## src/rtl/hc165_pkg.sv

```systemverilog
// Shared types and sizing helpers for the 74HC165 chain scan controller.
package hc165_pkg;

   localparam int CHIP_BITS = 8;

   typedef enum logic [2:0] {
      IDLE,
      LOAD,
      WAIT,
      PULSE,
      DONE
   } state_t;

   function automatic int W(input int n_chips);
      return CHIP_BITS * n_chips;
   endfunction

endpackage

```

## src/rtl/hc165_bit_timer.sv

```systemverilog
// Bit-period down-counter: reloaded on every enabled chain edge, flags the last WAIT cycle.
module hc165_bit_timer #(
   parameter int DIV = 4
) (
   input  logic clk,
   input  logic rst,
   input  logic reload,
   output logic last_wait_cycle
);

   localparam int CW = $clog2(DIV);
   localparam logic [CW-1:0] RELOAD_VAL = CW'(DIV - 2);

   logic [CW-1:0] cnt;

   always_ff @(posedge clk) begin
      if (rst) begin
         cnt <= '0;
      end else if (reload) begin
         cnt <= RELOAD_VAL;
      end else if (cnt != '0) begin
         cnt <= cnt - 1'b1;
      end
   end

   assign last_wait_cycle = (cnt == '0);

endmodule

```

## src/rtl/hc165_scan_ctrl.sv

```systemverilog
// Scan sequencer for a daisy-chain of 74HC165 shift registers; deserialises QH into data.
//
//   state | meaning
//   IDLE  | chain held, waiting for start or auto_scan
//   LOAD  | parallel load edge (e = 0), counters and shadow cleared
//   WAIT  | DIV-1 inhibited cycles; QH sampled on the last one
//   PULSE | single shift-enabled cycle, e increments
//   DONE  | data/valid/changed published, rescan or return to IDLE
module hc165_scan_ctrl
   import hc165_pkg::*;
#(
   parameter int N_CHIPS = 2,
   parameter int DIV     = 4,
   parameter int QH_LAT  = 1
) (
   input  logic                  clk,
   input  logic                  rst,
   input  logic                  start,
   input  logic                  auto_scan,
   input  logic                  sr_qh,
   output logic                  sr_shift_load,
   output logic                  sr_clk_inh,
   output logic [W(N_CHIPS)-1:0] data,
   output logic                  valid,
   output logic                  changed,
   output logic                  busy
);

   localparam int DW  = W(N_CHIPS);
   localparam int BCW = $clog2(DW + 1);
   localparam int ECW = $clog2(DW + QH_LAT + 1);

   state_t         state, state_nxt;
   logic [BCW-1:0] bit_cnt;
   logic [ECW-1:0] e_cnt;
   logic [DW-1:0]  shadow;
   logic [DW-1:0]  shadow_nxt;
   logic           last_wait;
   logic           sample;
   logic           scan_end;

   hc165_bit_timer #(.DIV(DIV)) u_bit_timer (
      .clk             (clk),
      .rst             (rst),
      .reload          ((state == LOAD) || (state == PULSE)),
      .last_wait_cycle (last_wait)
   );

   // QH is only meaningful once the chain has seen QH_LAT enabled edges after the load.
   assign sample     = (state == WAIT) && last_wait && (int'(e_cnt) >= QH_LAT);
   assign scan_end   = sample && (bit_cnt == BCW'(DW - 1));
   assign shadow_nxt = {shadow[DW-2:0], sr_qh};
   assign busy       = (state != IDLE);

   always_comb begin
      state_nxt     = state;
      sr_shift_load = 1'b1;
      sr_clk_inh    = 1'b1;
      case (state)
         IDLE: begin
            if (start || auto_scan) state_nxt = LOAD;
         end
         LOAD: begin
            sr_shift_load = 1'b0;
            sr_clk_inh    = 1'b0;
            state_nxt     = WAIT;
         end
         WAIT: begin
            if (last_wait) state_nxt = scan_end ? DONE : PULSE;
         end
         PULSE: begin
            sr_clk_inh = 1'b0;
            state_nxt  = WAIT;
         end
         DONE: begin
            state_nxt = (auto_scan || start) ? LOAD : IDLE;
         end
         default: state_nxt = IDLE;
      endcase
   end

   // data/valid/changed are written on the edge entering DONE so they are visible in DONE.
   always_ff @(posedge clk) begin
      if (rst) begin
         state   <= IDLE;
         bit_cnt <= '0;
         e_cnt   <= '0;
         shadow  <= '0;
         data    <= '0;
         valid   <= 1'b0;
         changed <= 1'b0;
      end else begin
         state   <= state_nxt;
         valid   <= scan_end;
         changed <= scan_end && (shadow_nxt != data);
         if (state == LOAD) begin
            bit_cnt <= '0;
            e_cnt   <= '0;
            shadow  <= '0;
         end
         if (state == PULSE) e_cnt <= e_cnt + 1'b1;
         if (sample) begin
            shadow  <= shadow_nxt;
            bit_cnt <= bit_cnt + 1'b1;
         end
         if (scan_end) data <= shadow_nxt;
      end
   end

endmodule

```

## config.mk

```make
export PLATFORM = sky130hd
export DESIGN_NAME = hc165_scan_ctrl
export DESIGN_NICKNAME = d
export VERILOG_FILES = /design/src/rtl/hc165_pkg.sv /design/src/rtl/hc165_bit_timer.sv /design/src/rtl/hc165_scan_ctrl.sv
export SDC_FILE = /design/constraint.sdc
export NUM_CORES = 1
export LEC_CHECK = 0
export BUFFER_PORTS_ARGS = -buffer_cell sky130_fd_sc_hd__buf_2
export CORE_AREA = 3 3 82 84
export DETAILED_ROUTE_END_ITERATION = 12
export DIE_AREA = 0 0 85 87
export HOLD_SLACK_MARGIN = 0.1
export PLACE_DENSITY = 0.49
export SETUP_SLACK_MARGIN = 0.02
export SLEW_MARGIN = 5
export SYNTH_ARGS = -nofsm -noshare
export SYNTH_HDL_FRONTEND = slang
export SYNTH_SLANG_ARGS = --single-unit
```

## constraint.sdc

```tcl
create_clock -name clk -period 2.5 [get_ports clk]
set_input_delay 0.125 -clock clk [delete_from_list [all_inputs] [get_ports clk]]
set_output_delay 0.125 -clock clk [all_outputs]
set_load 0.005 [all_outputs]
```

==> impl_metrics.tcl, run 1 <==
set metrics [dict create \
    crit_required_ns 2.72 \
    syn-num-nets 242 \
    grt_start_max_net_pins 39 \
    end_kind "flop" \
    clock_sinks 48 \
    tightest_slew_ns 0.6971 \
    fin_ws_ns 0.5904 \
    reg2reg_depth 8 \
    dpl.hpwl_mm 3.054 \
    syn_to_final_growth_pct 15.31 \
    relSlewSlack_pct 53.52 \
    layout_commonest_cell "dfxtp_1" \
    regArea_sq_um 960.9 \
    die_x_um 85 \
    cts_tree "built" \
    syn_inst 233 \
    pwr-share-clk_pct 35.3 \
    ctsHtreeMaxLevel 2 \
    grt_setup_unrepaired "no" \
    ys_seq_area_share_pct 45.93 \
    cts_root_buffer "clkbuf_8" \
    final_cell_mix "dfxtp_1 (48), buf_2 (25), nor2_1 (23), nand3_1 (23), a21oi_1 (23)" \
    grtUsageTotal_pct 13.12 \
    cp_max_fo 12 \
    fmax_ghz 0.5237 \
    tns_ns 0 \
    ir_drop_uv 183.1 \
    grt_pass1_wl_mm 7.776 \
    yosysUniqueCellTypes 40 \
    skew_ns 0.01531 \
    die_h_um 87 \
    synth_edf_count 0 \
    nets 270 \
    worst_skew_pair.late_latency_ns 0.30 \
    grt-ovfl-total 0 \
    period_share_pct 76.38 \
    grt_pass1_vias 1597 \
    drt_iter0_markers 76 \
    initial_utilization_pct 34.92 \
    row_count 28 \
    antennaDiodeCount 0 \
    p_sw_mw 0.3264 \
    clk_pin_slew_ns 0.09 \
    cp-start-kind "flop" \
    drive_above_1_share_pct 16.86 \
    outcome "finished clean" \
    port-buffer-count 25 \
    max-cap-violations 0 \
    p_leak_nw 0.9143 \
    post-route-drc-count 0 \
    worst_hold_slack_ns 0.2139 \
    numCtsBuffers 5 \
    routed_wl_mm 4.503 \
    dpl-instance-area_sq_um 2311 \
    pin_count 26 \
    swShare_pct 24.12 \
    pwr_density_cell_nw_per_um2 561.0 \
    yosysWarnings 0 \
    internal_power_mw 1.027 \
    place_congestion 0.7517 \
    report.final.slew_viol_count 0 \
    cts_resized 0 \
    cts_buffer_depth 2 \
    antenna_found_initial 0 \
    whs_path_depth 3 \
    first_pass_iters 4 \
    multi_input_area_sq_um 1052 \
    num-fill-cells 635 \
    crit_type "flop to flop" \
    finalSetupViolCount 0 \
    die-area_sq_um 7395 \
    avgViaCountPerCell 4.896 \
    seq_power_share_pct 57.6 \
    synth_seq_cells 48 \
    comb_power_share_pct 7.0 \
    core_area_sq_um 5991 \
    crit_arrival_ns 2.13 \
    vias 1645 \
    synth_flop_cell "dfxtp_1" \
    syn_area_sq_um 2092 \
    hold_class "input port to flop" \
    place_ws_ns 0.5874 \
    final_antenna_net_count 0 \
    finalCriticalPeriod_ns 1.910 \
    wire_per_inst_um 13.40 \
    fin_area_sq_um 2412 \
    syn_avg_cell_area_sq_um 8.979 \
    async_flop_share_pct 0 \
    hold_viol_final 0 \
]
[routing by layer]
layer,share of wire [%],global-route usage [%]
met5,0,0
met4,1.3,4.892
met3,2.1,2.838
met2,44,19.99
met1,53,18.20
[logic make-up after synthesis]
group,Yosys count,share of synthesized area [%]
AND/OR/NAND/NOR,93,21.77
AO/OA/AOI/OAI,38,10.95
XOR/XNOR,16,6.699
multiplexers,16,7.655
adder cells (fa/ha/maj),4,2.392
flip-flops,48,45.93
buffers and inverters,18,4.605
[critical path, stage by stage, from the launching register on]
cell and delay (ns):
dfxtp_1 0.39, inv_1 0.06, ha_1 0.17, nor4_1 0.17, buf_4 0.19, a211o_1 0.37
buf_4 0.26, nand3_1 0.09, a21oi_1 0.15
[through the flow]
stage	power [mW]	instances	util, %
after floorplan	0.8556	233	-
after global placement	0.8936	328	38.58
after detailed placement	0.8934	328	38.58
after CTS	1.375	336	40.27
after global routing	1.417	336	40.27
final	1.353	336	40.27
[power by group through the flow]
stage | Combinational (mW) | Clock, mW | Sequential, mW
global route | 0.107 | 0.528 | 0.782
detailed placement | 0.0954 | 0 | 0.798
finish | 0.0952 | 0.478 | 0.780
CTS | 0.0971 | 0.498 | 0.780
global placement | 0.0956 | 0 | 0.798
floorplan | 0.0603 | 0 | 0.795
[registers in the layout, indices dropped and copies added (netlist names)]
| signal | count |
|---|---|
| e_cnt | 5 |
| u_bit_timer.cnt | 2 |
| valid | 1 |
| data | 16 |
| changed | 1 |
| shadow | 15 |
| state | 3 |
| bit_cnt | 5 |
[final timing paths]
path                                 start          to  slack, ns
worst min register to register  bit_cnt[4]  bit_cnt[4]       0.48
worst max register to register    e_cnt[1]   shadow[3]       0.59
worst max-delay path              e_cnt[1]   shadow[3]       0.59
worst min-delay path             auto_scan    state[0]       0.21
[what timing repair did]
action,4_1_cts,5_1_grt
buffers inserted,0,0
hold buffers,1,0
hold endpoints to repair,1,0
[cell usage after synthesis, types with 4 or more instances]
master / number / share of area [%]
nand3_1: 23 / 5.5
buf_2: 4 / 0.96
nor2_1: 23 / 4.1
inv_1: 4 / 0.72
nand2_1: 22 / 3.9
dfxtp_1: 48 / 46
nand3b_1: 4 / 1.4
xor2_1: 8 / 3.3
clkbuf_1: 7 / 1.3
mux2i_1: 16 / 7.7
xnor2_1: 8 / 3.3
ha_1: 4 / 2.4
a21oi_1: 23 / 5.5
[area by class of cell]
cell class,count,share of cell area (%)
flip-flops and latches,48,39.83
inverters,5,0.7780
repair buffers,34,8.091
multi-input cells,167,43.62
clock inverters,1,0.3631
well taps,75,3.890
clock buffers,6,3.423
Note: power is estimated with default switching activity, not from simulation.
==> inputs of run 2 (changes only) <==
Clock period 2.5 ns to 1.8 ns, I/O delays scaled along.
==> impl_metrics.tcl, run 2 (same netlist as run 1, synthesis figures left out) <==
set metrics [dict create \
    grt_pass1_wl_mm 7.541 \
    hold_viol_final 0 \
    numCtsBuffers 5 \
    drive_above_1_share_pct 24.28 \
    row_count 28 \
    initial_utilization_pct 34.92 \
    comb_power_share_pct 8.7 \
    finalCriticalPeriod_ns 1.822 \
    antenna_found_initial 0 \
    crit_type "flop to flop" \
    die_x_um 85 \
    place_congestion 0.7518 \
    tns_ns -0.07734 \
    slowest_stage "or3_4" \
    fin_area_sq_um 2638 \
    crit_chain "or3_4 > a2111oi_4 > buf_4 > clkbuf_16 > mux2i_1 > nor2_1" \
    worst_skew_pair.late_latency_ns 0.31 \
    cp-start-kind "flop" \
    cts_tree "built" \
    p_sw_mw 0.4765 \
    post-route-drc-count 0 \
    cts_root_buffer "clkbuf_8" \
    nets 284 \
    fmax_ghz 0.5490 \
    grtUsageTotal_pct 12.79 \
    num-fill-cells 588 \
    max-cap-violations 0 \
    grt_setup_unrepaired "yes" \
    p_total_mw 1.928 \
    outcome "complete, but fails checks" \
    antennaDiodeCount 0 \
    period_share_pct 101.2 \
    clock_sinks 48 \
    dpl-instance-area_sq_um 2419 \
    fin_ws_ns -0.02151 \
    routed_wl_mm 4.861 \
    cp_max_fo 9 \
    pwr-share-clk_pct 35.5 \
    vias 1729 \
    pwr_density_cell_nw_per_um2 730.9 \
    syn_to_final_growth_pct 26.08 \
    largest_registers "data x16, shadow x15" \
    report.final.slew_viol_count 0 \
    skew_ns 0.01128 \
    crit_required_ns 2.00 \
    relSlewSlack_pct 70.49 \
    cts_buffer_depth 2 \
    die_h_um 87 \
    ctsHtreeMaxLevel 2 \
    grt_pass1_vias 1607 \
    ir_drop_uv 294.9 \
    dpl.hpwl_mm 3.199 \
    grt-ovfl-total 0 \
    drt_iter0_markers 104 \
    port-buffer-count 25 \
    worst_hold_slack_ns 0.1624 \
    final_cell_mix "dfxtp_1 (45), buf_2 (25), nor2_1 (23), nand3_1 (23), a21oi_1 (23)" \
    pin_count 26 \
    clk_pin_slew_ns 0.09 \
    hold_class "input port to flop" \
    grt_start_max_net_pins 23 \
    die-area_sq_um 7395 \
    final_antenna_net_count 0 \
    wire_per_inst_um 13.85 \
    max_stage_delay_ns 0.40 \
    avgViaCountPerCell 4.926 \
    swShare_pct 24.72 \
    end_kind "flop" \
    tightest_slew_ns 0.4393 \
    core_area_sq_um 5991 \
    layout_commonest_cell "dfxtp_1" \
    violations "negative setup slack" \
    internal_power_mw 1.451 \
    finalSetupViolCount 9 \
    p_leak_nw 1.004 \
    final_util_pct 44.03 \
    seq_power_share_pct 55.8 \
    crit_arrival_ns 2.02 \
    first_pass_iters 4 \
    largest_reg_flops 16 \
    regMostFlops "data" \
]
run 2: power by group through the flow:
stage	logic (mW)	registers, mW	clock network, mW
floorplan	0.0837	1.10	0
global placement	0.164	1.10	0
detailed placement	0.163	1.10	0
CTS	0.165	1.08	0.708
global route	0.186	1.08	0.744
finish	0.168	1.08	0.683
run 2: critical path, delay by kind of cell, from the launching register on:
family	cells	cell delay, ns
simple gates	2	0.45
compound gates	1	0.39
buf+inv	2	0.38
flops	1	0.32
mux	1	0.18
run 2: final timing paths:
path                            depth (start not counted)         end  slack [ns]          startpoint
worst max-delay path                                    6     data[3]       -0.02  u_bit_timer.cnt[1]
worst min-delay path                                    3    state[0]        0.16           auto_scan
worst max register to register                          6     data[3]       -0.02  u_bit_timer.cnt[1]
worst min register to register                          2  bit_cnt[4]        0.48          bit_cnt[4]
run 2: metrics by stage:
stage | setup WS, ns | instances
2_1_floorplan | 0.03901 | 233
3_3_place_gp | 0.06953 | 339
3_5_place_dp | 0.02590 | 339
4_1_cts | 0.01278 | 348
5_1_grt | -0.1078 | 351
6_report | -0.02151 | 351
run 2: area by class of cell:
| class | instances | area, sq um | share of cell area [%] |
|---|---|---|---|
| repair buffers | 48 | 365.4 | 13.85 |
| clock buffers | 6 | 82.58 | 3.131 |
| inverters | 5 | 18.77 | 0.7116 |
| multi-input cells | 167 | 1097 | 41.60 |
| clock inverters | 2 | 15.01 | 0.5693 |
| flip-flops and latches | 48 | 964.7 | 36.57 |
| well taps | 75 | 93.84 | 3.558 |
run 2: timing repair:
action / 4_1_cts / 5_1_grt
endpoints found under the hold margin: 2 / 0
hold buffers: 1 / 0
setup buffers: 0 / 2
pin swaps: 0 / 3
gates resized for setup: 0 / 13
endpoints found under the setup margin: 2 / 37
cloned: 0 / 2
run 2: per-layer routing:
| layer | GRT usage [%] | vias to the layer above | wire length, um |
|---|---|---|---|
| li1 | - | 893 | - |
| met3 | 3.311 | 6 | 144 |
| met5 | 0 | - | 0 |
| met4 | 4.317 | 0 | 63 |
| met1 | 17.30 | 811 | 2501 |
| met2 | 19.84 | 19 | 2151 |
